[src/rtl/mux8_scan_sequencer.sv]
// Scan sequencer for a shared 8:1 single-bit mux: walks the enabled channels in
// ascending order, holds select/strobe for SETTLE cycles, samples, and publishes an 8-bit word.
module mux8_scan_sequencer #(
  parameter int SETTLE     = 2,
  parameter bit CONTINUOUS = 1'b0
) (
  input  logic       clk,
  input  logic       rst,
  input  logic       start,
  input  logic       stop,
  input  logic [7:0] ch_mask,
  input  logic       mux_in,
  output logic [2:0] mux_sel,
  output logic       mux_strobe_n,
  output logic       busy,
  output logic       done,
  output logic [7:0] scan_word
);

  typedef enum logic [2:0] {
    S_IDLE,
    S_LOAD,
    S_SETTLE,
    S_SAMPLE,
    S_DONE
  } state_t;

  localparam logic [3:0] SETTLE_LOAD = 4'(SETTLE - 1);

  state_t     state_reg, state_next;
  logic [2:0] ch_reg, ch_next;
  logic [3:0] cnt_reg, cnt_next;
  logic [7:0] mask_reg, mask_next;
  logic [7:0] shadow_reg, shadow_next;
  logic [7:0] word_reg, word_next;
  logic       stop_reg, stop_next;

  logic [7:0] above_ch;
  logic [7:0] cand;
  logic [2:0] pick_ch;
  logic       has_next;

  // above_ch[i] is set for every channel strictly above the current one (no wrap)
  generate
    for (genvar gi = 0; gi < 8; gi++) begin : g_above
      assign above_ch[gi] = (ch_reg < 3'(gi));
    end
  endgenerate

  // LOAD picks the lowest enabled channel; SAMPLE picks the next one above ch_reg
  always_comb begin
    cand     = (state_reg == S_LOAD) ? mask_reg : (mask_reg & above_ch);
    pick_ch  = 3'd0;
    for (int i = 7; i >= 0; i--) begin
      if (cand[i]) pick_ch = 3'(i);
    end
    has_next = |cand;
  end

  always_comb begin
    state_next  = state_reg;
    ch_next     = ch_reg;
    cnt_next    = cnt_reg;
    mask_next   = mask_reg;
    shadow_next = shadow_reg;
    word_next   = word_reg;
    stop_next   = stop_reg | (CONTINUOUS && stop);

    case (state_reg)
      S_IDLE: begin
        stop_next = CONTINUOUS && start && stop;
        if (start) begin
          mask_next   = ch_mask;
          shadow_next = 8'h00;
          state_next  = S_LOAD;
        end
      end
      S_LOAD: begin
        if (has_next) begin
          ch_next    = pick_ch;
          cnt_next   = SETTLE_LOAD;
          state_next = S_SETTLE;
        end else begin
          state_next = S_DONE;
        end
      end
      S_SETTLE: begin
        if (cnt_reg == 4'd0) state_next = S_SAMPLE;
        else                 cnt_next   = cnt_reg - 4'd1;
      end
      S_SAMPLE: begin
        shadow_next[ch_reg] = mux_in;
        if (has_next) begin
          ch_next    = pick_ch;
          cnt_next   = SETTLE_LOAD;
          state_next = S_SETTLE;
        end else begin
          state_next = S_DONE;
        end
      end
      S_DONE: begin
        word_next = shadow_reg;
        if (CONTINUOUS && !stop_next) begin
          mask_next   = ch_mask;
          shadow_next = 8'h00;
          state_next  = S_LOAD;
        end else begin
          stop_next  = 1'b0;
          state_next = S_IDLE;
        end
      end
      default: state_next = S_IDLE;
    endcase
  end

  always_ff @(posedge clk) begin
    if (rst) begin
      state_reg  <= S_IDLE;
      ch_reg     <= 3'd0;
      cnt_reg    <= 4'd0;
      mask_reg   <= 8'h00;
      shadow_reg <= 8'h00;
      word_reg   <= 8'h00;
      stop_reg   <= 1'b0;
    end else begin
      state_reg  <= state_next;
      ch_reg     <= ch_next;
      cnt_reg    <= cnt_next;
      mask_reg   <= mask_next;
      shadow_reg <= shadow_next;
      word_reg   <= word_next;
      stop_reg   <= stop_next;
    end
  end

  assign mux_sel      = ch_reg;
  assign mux_strobe_n = !((state_reg == S_SETTLE) || (state_reg == S_SAMPLE));
  assign busy         = (state_reg != S_IDLE);
  assign done         = (state_reg == S_DONE);
  assign scan_word    = word_reg;

endmodule

[config.mk]
export PLATFORM = sky130hd
export DESIGN_NAME = mux8_scan_sequencer
export DESIGN_NICKNAME = d
export VERILOG_FILES = /design/src/rtl/mux8_scan_sequencer.sv
export SDC_FILE = /design/constraint.sdc
export NUM_CORES = 1
export LEC_CHECK = 0
export ABC_CLOCK_PERIOD_IN_PS = 3800
export BUFFER_PORTS_ARGS = -buffer_cell sky130_fd_sc_hd__buf_2
export CORE_MARGIN = 4
export CORE_UTILIZATION = 55
export DETAILED_ROUTE_END_ITERATION = 12
export HOLD_SLACK_MARGIN = 0.03
export PLACE_DENSITY = 0.78
export REMOVE_ABC_BUFFERS = 1
export SYNTH_ARGS = -nofsm -noshare
export SYNTH_HDL_FRONTEND = slang
export SYNTH_SLANG_ARGS = --single-unit
[constraint.sdc]
create_clock -name clk -period 3.8 [get_ports clk]
set_clock_uncertainty 0.05 [all_clocks]
set_input_delay 0 -clock clk [delete_from_list [all_inputs] [get_ports clk]]
set_output_delay 0 -clock clk [all_outputs]
set_load 0.02 [all_outputs]
==> impl_metrics.csv, run 1 <==
group,metric,value,unit
run_status,status,"complete, no violations",
timing,min_period,2380,ps
timing,relSlewSlack,42.7,%
critical_path,slowest_stage,"nor3b_2",
global_routing,grt.overflow.total,0,
die,rows,20,
global_routing,grt_usage,19.8,%
die,die-width,63.9,µm
detailed_routing,drtIter0Drc,140,
place,post-dp-hpwl,2480,µm
critical_path,critical_path_class,"register to register",
timing,rsz0062_at_grt,"no",
clocking,cts.repair.resized,0,
critical_path,cp-startpoint,"state_reg[0]$_SDFFE_PP0P_",
critical_path,crit_top_cell,"a221o_1",
detailed_routing,via_per_inst,5.51,
hold_path,min_from,"rst",
detailed_routing,vias,1571,
synth,synth_warnings,0,
die,dieHeight,63.9,µm
critical_path,max_stage_delay,630,ps
synth,synthFlopType,"dfxtp_1",
clocking,postCtsSetupBuffers,0,
timing,fin_crit_sh,62.6,%
detailed_routing,dr.pass1.iters,6,
synth,syn_area_per_cell,8.11,µm²
die,die-area,4080,µm²
power_and_ir_drop,vdd_drop_max,0.270,mV
critical_path,arrival,2610,ps
place,gp_congestion,0.837,
critical_path,cp-start-kind,"register",
die,initial_core_util,56.8,%
global_routing,antenna_found_initial,0,
power_and_ir_drop,p_per_area,412,nW/µm²
global_routing,grt_max_degree,37,
detailed_routing,wl,3720,µm
synth,synth-async-reset-ratio,0,%
finish,area_delta_synth_final,17.5,%
clocking,numCtsBuffers,5,
critical_path,worstSetupEndpointType,"register",
critical_path,r2r-start,"state_reg[0]$_SDFFE_PP0P_",
clocking,clkTransAtPathRegs,100,ps
timing,timing.final.ws_setup,1420,ps
timing,setup_viol,0,
synth,netlist_instances,212,
critical_path,path_buf_inv,0,
clocking,root_buffer,"clkbuf_4",
synth,syn_area,1720,µm²
die,core_region_area,3030,µm²
critical_path,critical-path-top-delay-family,"compound AO/OA/AOI/OAI gates",
flow_run,maxCapViolations,0,
timing,final.setup.tns,0,ps
global_routing,grt_pass1_vias,1459,
clocking,clockBufferDepth,2,
global_routing,grt_pass1_wl,6440,µm
finish,drive_gt1_share,17.8,%
detailed_routing,drc,0,
place,dp_slack,1470,ps
hold_path,hp-class,"primary input to register",
timing,tightest_slew,855,ps
critical_path,crit_fanout,12,
detailed_routing,wl_per_cell,13.0,µm
finish,nNetsFinal,255,
synth,synth_edf_count,0,
timing,max_clock_freq,421,MHz
place,port_buffers,25,
synth,ys_seq_area_share,39.6,%
clocking,cts.hold.buffers_added,10,
clocking,cts.sinks,34,
power_and_ir_drop,leakage,0.000780,µW
timing,slew_viol_final,0,
detailed_routing,antenna_left,0,
finish,n_antenna_cell,0,
synth,ys_seq_elements,34,
critical_path,crit_required,4030,ps
die,io_pins,27,
clocking,worstSkewPairLatency,340,ps
critical_path,crit_chain,"nor3b_2 -> o21ai_0 -> a221o_1 -> a221o_1 -> mux2i_1",
synth,yosysUniqueCellTypes,49,
timing,final_hold_viol_count,0,
finish,n_fill_cell,268,
clocking,h-tree-depth,2,
clocking,cts_tree,"yes",
-- placed cells by master (no fill, tap or decap), types with 2 or more instances in the layout --
cell type and n:
dfxtp_1 34, nor2b_1 3, o21ai_1 2, a221o_1 3, a21oi_1 28, mux2i_1 9, or2_2 2, o21ai_0 12
nand3_1 2, ha_1 2, o22ai_1 2, nand2b_1 4, nor3_1 6, nor2_1 22, clkbuf_8 3, nor3b_2 2
dlygate4sd3_1 10, or3_1 3, nand4_1 2, buf_2 25, inv_1 7, a21boi_0 2, clkbuf_4 5, nand2_1 26
-- cell usage after synthesis (3+ instances only) --
cell type / count / share of area, %
dfxtp_1: 34 / 40
a21oi_1: 28 / 8.2
nand2_1: 26 / 5.7
nor2_1: 22 / 4.8
o21ai_0: 12 / 3.5
mux2i_1: 9 / 5.2
clkbuf_1: 8 / 1.7
inv_1: 7 / 1.5
nor3_1: 6 / 1.7
nand2b_1: 4 / 1.5
a221o_1: 3 / 1.7
buf_2: 3 / 0.87
nor2b_1: 3 / 1.1
or3_1: 3 / 1.1
-- final cells by class --
type                    count  area (µm²)  area share, %
multi-input cells         157         953           47.2
flip-flops and latches     34         681           33.7
repair buffers             35         225           11.2
clock buffers               8        78.8           3.90
well taps                  44        55.1           2.73
inverters                   7        26.3           1.30
-- cells by family after synthesis --
logic type | count (synthesis) | share of synthesized area, %
flops | 34 | 39.6
simple gates | 81 | 23.7
buf+inv | 21 | 5.24
compound gates | 65 | 24.7
fa+ha+maj | 2 | 1.46
mux | 9 | 5.24
-- per-stage QoR --
stage | instances | power, µW | instance area [µm²] | hold slack (ps) | util (%)
after floorplan | 198 | 533 | 1660 | 19.1 | -
final | 285 | 833 | 2020 | 100 | 66.7
after CTS | 285 | 833 | 2020 | 99.5 | 66.7
after global routing | 285 | 880 | 2020 | 136 | 66.7
after global placement | 267 | 581 | 1840 | 191 | 60.8
after detailed placement | 267 | 583 | 1840 | 195 | 60.8
-- worst register-to-register path, stage by stage (launching register included) --
cell and delay, ps:
dfxtp_1 490, nor3b_2 640, o21ai_0 330, a221o_1 360, a221o_1 350, mux2i_1 110
-- power breakdown --
group          switching (µW)  total (µW)  internal (µW)  leakage [µW]
Combinational             108         183           74.7      0.000460
Clock                     122         248            126     0.0000446
Sequential               29.2         402            373      0.000276
Total                     259         833            574      0.000780
-- metal layers --
metal	vias up	part of all wire, %	track usage, %
met4	0	1.4	5.66
met5	-	0	0
met1	711	48	26.8
li1	815	-	-
met2	39	46	30.5
met3	6	4.7	5.80
-- final timing paths --
path	end	slack, ps	cells after the start
setup / recovery	mux_sel[1]$_SDFFE_PP0P_	1420	5
hold / removal	scan_word[1]$_SDFFE_PP0P_	100	2
setup reg to reg	mux_sel[1]$_SDFFE_PP0P_	1420	5
hold reg to reg	mask_reg[7]$_SDFFE_PP0P_	420	2
Note: power is estimated with default switching activity, not from simulation.
==> inputs of run 2 (changes only) <==
--- a/config.mk
+++ b/config.mk
@@ -5,7 +5,7 @@
 export SDC_FILE = /design/constraint.sdc
 export NUM_CORES = 1
 export LEC_CHECK = 0
-export ABC_CLOCK_PERIOD_IN_PS = 3800
+export ABC_CLOCK_PERIOD_IN_PS = 2440
 export BUFFER_PORTS_ARGS = -buffer_cell sky130_fd_sc_hd__buf_2
 export CORE_MARGIN = 4
 export CORE_UTILIZATION = 55
==> constraint.sdc (replaced) <==
create_clock -name clk -period 2.44 [get_ports clk]
set_clock_uncertainty 0.05 [all_clocks]
set_input_delay 0 -clock clk [delete_from_list [all_inputs] [get_ports clk]]
set_output_delay 0 -clock clk [all_outputs]
set_load 0.02 [all_outputs]
==> run 2 against run 1 <==
Register-to-register slack lost 1100 ps; highest routed layer unchanged; critical endpoint unchanged; sequential power grew 53%; critical path depth grew 1; maximum frequency grew 13%; hold slack gained 4.9 ps.
==> impl_metrics.csv, run 2 (synthesis gave the netlist of run 1 again) <==
group,metric,value,unit
global_routing,grt_pass1_vias,1440,
timing,final.setup.tns,0,ps
critical_path,crit_fanout,11,
detailed_routing,wl_per_cell,13.1,µm
finish,n_antenna_cell,0,
clocking,clockBufferDepth,2,
finish,n_fill_cell,272,
timing,tightest_slew,644,ps
timing,min_period,2110,ps
die,io_pins,27,
global_routing,grt_usage,19.8,%
critical_path,max_stage_delay,510,ps
detailed_routing,vias,1623,
place,gp_congestion,0.835,
global_routing,grt_max_degree,37,
die,core_region_area,3030,µm²
finish,drive_gt1_share,19.5,%
hold_path,hp-class,"primary input to register",
critical_path,slowest_stage,"dfxtp_1",
detailed_routing,wl,3810,µm
place,place_inst,272,
timing,max_clock_freq,473,MHz
power_and_ir_drop,p_per_area,618,nW/µm²
critical_path,r2r_cells,6,
timing,final_hold_viol_count,0,
die,initial_core_util,56.8,%
power_and_ir_drop,switchingPower,417,µW
flow_run,maxCapViolations,0,
power_and_ir_drop,vdd_drop_max,0.464,mV
critical_path,reg2reg_slack,330,ps
place,post-dp-hpwl,2570,µm
place,dp_slack,353,ps
clocking,h-tree-depth,2,
finish,nNetsFinal,260,
critical_path,critical_path_class,"register to register",
detailed_routing,via_per_inst,5.60,
timing,setup_viol,0,
finish,final-seq-area,681,µm²
power_and_ir_drop,switching_share,33.0,%
power_and_ir_drop,combPwrFrac,24.5,%
finish,multi_input_area,953,µm²
die,dieHeight,63.9,µm
power_and_ir_drop,p_int,846,µW
critical_path,cp-start-kind,"register",
critical_path,path_buf_inv,1,
detailed_routing,drtIter0Drc,85,
detailed_routing,antenna_left,0,
clocking,clkTransAtPathRegs,100,ps
timing,slew_viol_final,0,
timing,relSlewSlack,57.0,%
clocking,worstSkewPairLatency,340,ps
die,die-area,4080,µm²
timing,timing.final.ws_setup,327,ps
timing,rsz0062_at_grt,"no",
run_status,status,"complete, no violations",
critical_path,arrival,2350,ps
finish,stdcell_count,290,
detailed_routing,dr.pass1.iters,4,
clocking,cts.sinks,34,
place,port_buffers,25,
global_routing,antenna_found_initial,0,
critical_path,worstSetupEndpointType,"register",
critical_path,critical-path-top-delay-family,"compound AO/OA/AOI/OAI gates",
clocking,postCtsSetupBuffers,0,
finish,final_cell_mix,"34 x dfxtp_1, 28 x a21oi_1, 26 x nand2_1",
finish,layout_commonest_cell,"dfxtp_1",
power_and_ir_drop,p_seq_share,48.8,%
die,die-width,63.9,µm
critical_path,crit_required,2670,ps
critical_path,crit_chain,"nor3b_2 -> buf_4 -> or2_2 -> a221o_1 -> o21ai_1 -> mux2i_1",
power_and_ir_drop,leakage,0.000796,µW
clocking,root_buffer,"clkbuf_4",
finish,area_delta_synth_final,18.8,%
clocking,cts_tree,"yes",
global_routing,grt.overflow.total,0,
detailed_routing,drc,0,
clocking,numCtsBuffers,5,
hold_path,min_delay_path_depth,2,
power_and_ir_drop,power_frac_clock,26.7,%
global_routing,grt_pass1_wl,6440,µm
critical_path,cp.depth,6,
die,rows,20,
timing,fin_crit_sh,86.6,%
[run 2: cell count changes in the layout (fill, tap and decap cells not counted), sizes merged]
cell / change
clkinvlp: +1
clkinv: +1
clkbuf: -2
buf: +5
[run 2: per-stage QoR]
stage               util [%]  hold WS [ps]  cell area (µm²)  power [µW]
finish                  67.4           105             2040        1260
global route            67.4           133             2040        1340
CTS                     67.4          95.6             2040        1270
detailed placement      62.0           196             1880         925
global placement        62.0           191             1880         918
floorplan                  -          19.1             1660         830
[run 2: power groups by stage]
stage	sequential (µW)	clock [µW]	combinational, µW
floorplan	631	0	199
global placement	627	0	291
detailed placement	628	0	297
CTS	616	346	309
global route	622	375	343
finish	617	337	309
[run 2: layout make-up]
class / instances / area share (%)
Multi-Input combinational cell: 157 / 46.7
Sequential cell: 34 / 33.3
Timing Repair Buffer: 40 / 12.9
Tap cell: 44 / 2.70
Clock buffer: 6 / 2.51
Inverter: 7 / 1.29
Clock inverter: 2 / 0.613
[run 2: final timing paths]
kind                                      to                        from
setup / recovery     mux_sel[1]$_SDFFE_PP0P_   state_reg[2]$_SDFFE_PP0P_
hold / removal     scan_word[5]$_SDFFE_PP0P_                         rst
setup reg to reg     mux_sel[1]$_SDFFE_PP0P_   state_reg[2]$_SDFFE_PP0P_
hold reg to reg   shadow_reg[0]$_SDFFE_PP0P_  shadow_reg[0]$_SDFFE_PP0P_
[run 2: worst register-to-register path, stage by stage (launching register included)]
cell     delay, ps
dfxtp_1        510
nor3b_2        130
buf_4          180
or2_2          330
a221o_1        400
o21ai_1        240
mux2i_1        200
[run 2: timing repair]
item / in CTS / in global routing
resized for setup: 0 / 0
hold buffers: 10 / 0
endpoints found under the hold margin: 14 / 0
[run 2: per-layer routing]
| layer | up-vias | share of wire [%] | wire [µm] | global-route usage (%) |
|---|---|---|---|---|
| met2 | 50 | 46 | 1750 | 31.6 |
| met4 | 0 | 1.6 | 59 | 6.47 |
| met1 | 742 | 46 | 1740 | 25.4 |
| li1 | 825 | - | - | - |
| met5 | - | 0 | 0 | 0 |
| met3 | 6 | 6.6 | 251 | 5.80 |
==> inputs of run 3 (changes only) <==
--- a/config.mk
+++ b/config.mk
@@ -5,13 +5,13 @@
 export SDC_FILE = /design/constraint.sdc
 export NUM_CORES = 1
 export LEC_CHECK = 0
-export ABC_CLOCK_PERIOD_IN_PS = 2440
+export ABC_CLOCK_PERIOD_IN_PS = 1800
 export BUFFER_PORTS_ARGS = -buffer_cell sky130_fd_sc_hd__buf_2
 export CORE_MARGIN = 4
-export CORE_UTILIZATION = 55
+export CORE_UTILIZATION = 50
 export DETAILED_ROUTE_END_ITERATION = 12
 export HOLD_SLACK_MARGIN = 0.03
-export PLACE_DENSITY = 0.78
+export PLACE_DENSITY = 0.75
 export REMOVE_ABC_BUFFERS = 1
 export SYNTH_ARGS = -nofsm -noshare
 export SYNTH_HDL_FRONTEND = slang
==> constraint.sdc (replaced) <==
create_clock -name clk -period 1.8 [get_ports clk]
set_clock_uncertainty 0.05 [all_clocks]
set_input_delay 0 -clock clk [delete_from_list [all_inputs] [get_ports clk]]
set_output_delay 0 -clock clk [all_outputs]
set_load 0.02 [all_outputs]
==> run 3 against run 2 <==
Register-to-register slack got worse by 330 ps; the flow now finishes with violations (setup timing); core utilization increased by 0.054 points; sequential cell count unchanged; critical path type unchanged; global-route usage decreased by 0.13 points; setup slack got worse by 330 ps.
==> impl_metrics.csv, run 3 (synthesis gave the netlist of run 1 again) <==
group,metric,value,unit
power_and_ir_drop,p_per_area,781,nW/µm²
detailed_routing,drc,0,
place,place_inst,295,
power_and_ir_drop,vdd_drop_max,0.480,mV
finish,nNetsFinal,281,
die,die-area,4440,µm²
timing,min_period,1800,ps
die,die-width,66.6,µm
finish,n_fill_cell,282,
critical_path,cp-start-kind,"register",
critical_path,crit_required,2020,ps
timing,slew_viol_final,0,
timing,relSlewSlack,57.4,%
detailed_routing,drtIter0Drc,84,
global_routing,grt_pass1_vias,1448,
die,io_pins,27,
timing,final_hold_viol_count,0,
power_and_ir_drop,finalPower,1760,µW
clocking,cts.sinks,34,
die,initial_core_util,51.5,%
critical_path,critical_path_class,"register to register",
clocking,postCtsSetupBuffers,0,
finish,n_antenna_cell,0,
critical_path,arrival,2020,ps
clocking,h-tree-depth,2,
timing,fin_crit_sh,100,%
power_and_ir_drop,leakage,0.000911,µW
critical_path,crit_chain,"buf_4 -> or3b_4 -> a21oi_4 -> or4b_1 -> a31oi_1",
die,dieHeight,66.6,µm
finish,design_area,2250,µm²
place,place_area,2040,µm²
global_routing,grt.overflow.total,0,
flow_run,maxCapViolations,0,
timing,rsz0062_at_grt,"yes",
finish,final_cell_mix,"29 x dfxtp_1, 26 x a21oi_1, 26 x buf_4",
detailed_routing,vias,1701,
timing,timing.final.ws_setup,-0.475,ps
global_routing,antenna_found_initial,0,
finish,fin_util,67.5,%
place,dp_slack,-81.3,ps
run_status,violations,"setup timing",
timing,tightest_slew,639,ps
critical_path,slowest_stage,"or4b_1",
finish,drive_gt1_share,30.1,%
place,post-dp-hpwl,2860,µm
detailed_routing,antenna_left,0,
timing,setup_viol,1,
run_status,status,"finished, violations left",
critical_path,max_stage_delay,450,ps
detailed_routing,dr.pass1.iters,4,
clocking,clockBufferDepth,2,
finish,stdcell_count,312,
place,port_buffers,25,
finish,layout_commonest_cell,"dfxtp_1",
clocking,root_buffer,"clkbuf_4",
die,rows,21,
critical_path,crit_fanout,7,
place,gp_congestion,0.883,
detailed_routing,wl_per_cell,12.8,µm
clocking,worstSkewPairLatency,340,ps
clocking,numCtsBuffers,5,
finish,area_delta_synth_final,31.0,%
hold_path,hp-class,"primary input to register",
timing,max_clock_freq,555,MHz
clocking,cts_tree,"yes",
detailed_routing,via_per_inst,5.45,
detailed_routing,wl,4010,µm
global_routing,grt_pass1_wl,6670,µm
clocking,clkTransAtPathRegs,110,ps
global_routing,grt_max_degree,37,
global_routing,grt_usage,19.7,%
critical_path,worstSetupEndpointType,"register",
die,core_region_area,3340,µm²
## run 3: changes by cell type in the layout (fill, tap and decap cells not counted), sizes merged
cell      before  now
clkbuf         6    5
clkinvlp       1    0
clkinv         1    2
buf           30   51
## run 3: path summary, 6_finish.rpt
path	startpoint	to	slack, ps	cells past startpoint
max	state_reg[2]$_SDFFE_PP0P_	cnt_reg[3]$_SDFFE_PP0P_	-0.5	5
min	rst	scan_word[5]$_SDFFE_PP0P_	100	2
max reg2reg	state_reg[2]$_SDFFE_PP0P_	cnt_reg[3]$_SDFFE_PP0P_	-0.5	5
min reg2reg	shadow_reg[0]$_SDFFE_PP0P_	shadow_reg[0]$_SDFFE_PP0P_	420	2
## run 3: metal layers
| metal | global-route usage (%) | part of all wire (%) |
|---|---|---|
| met1 | 25.6 | 48 |
| met2 | 30.8 | 46 |
| met3 | 5.06 | 4.0 |
| met4 | 7.61 | 1.9 |
| met5 | 0 | 0 |
## run 3: report_power, final
group	total [µW]	switching [µW]	leakage, µW	internal, µW
combinational	532	285	0.000601	247
clock	391	251	0.0000308	140
sequential	835	46.5	0.000279	788
total	1760	583	0.000911	1180
## run 3: what timing repair did
item                                    in CTS  in global routing
endpoints found under the setup margin       9                  9
hold buffers                                10                  0
hold endpoints to repair                    13                  0
pin swaps                                    0                  4
resized for setup                            9                 13
## run 3: critical path: cells and delay by family, from the launching register on
kind,cells,cell delay (ps)
simple gates,2,880
buf+inv,1,140
compound gates,2,290
flops,1,380
## run 3: layout make-up
type,instances,area [µm²],area share (%)
repair buffers,61,420,18.7
clock inverters,2,10.0,0.444
inverters,7,26.3,1.17
clock buffers,5,37.5,1.67
well taps,46,57.6,2.56
multi-input cells,157,1010,44.8
flip-flops and latches,34,692,30.7
## run 3: stage by stage
step,TNS [ps],hold WS (ps)
final,-0.475,102
after global routing,-53.7,111
after CTS,0,95.1
after detailed placement,-160,197
after global placement,-1.50,190
after floorplan,-4610,19.1
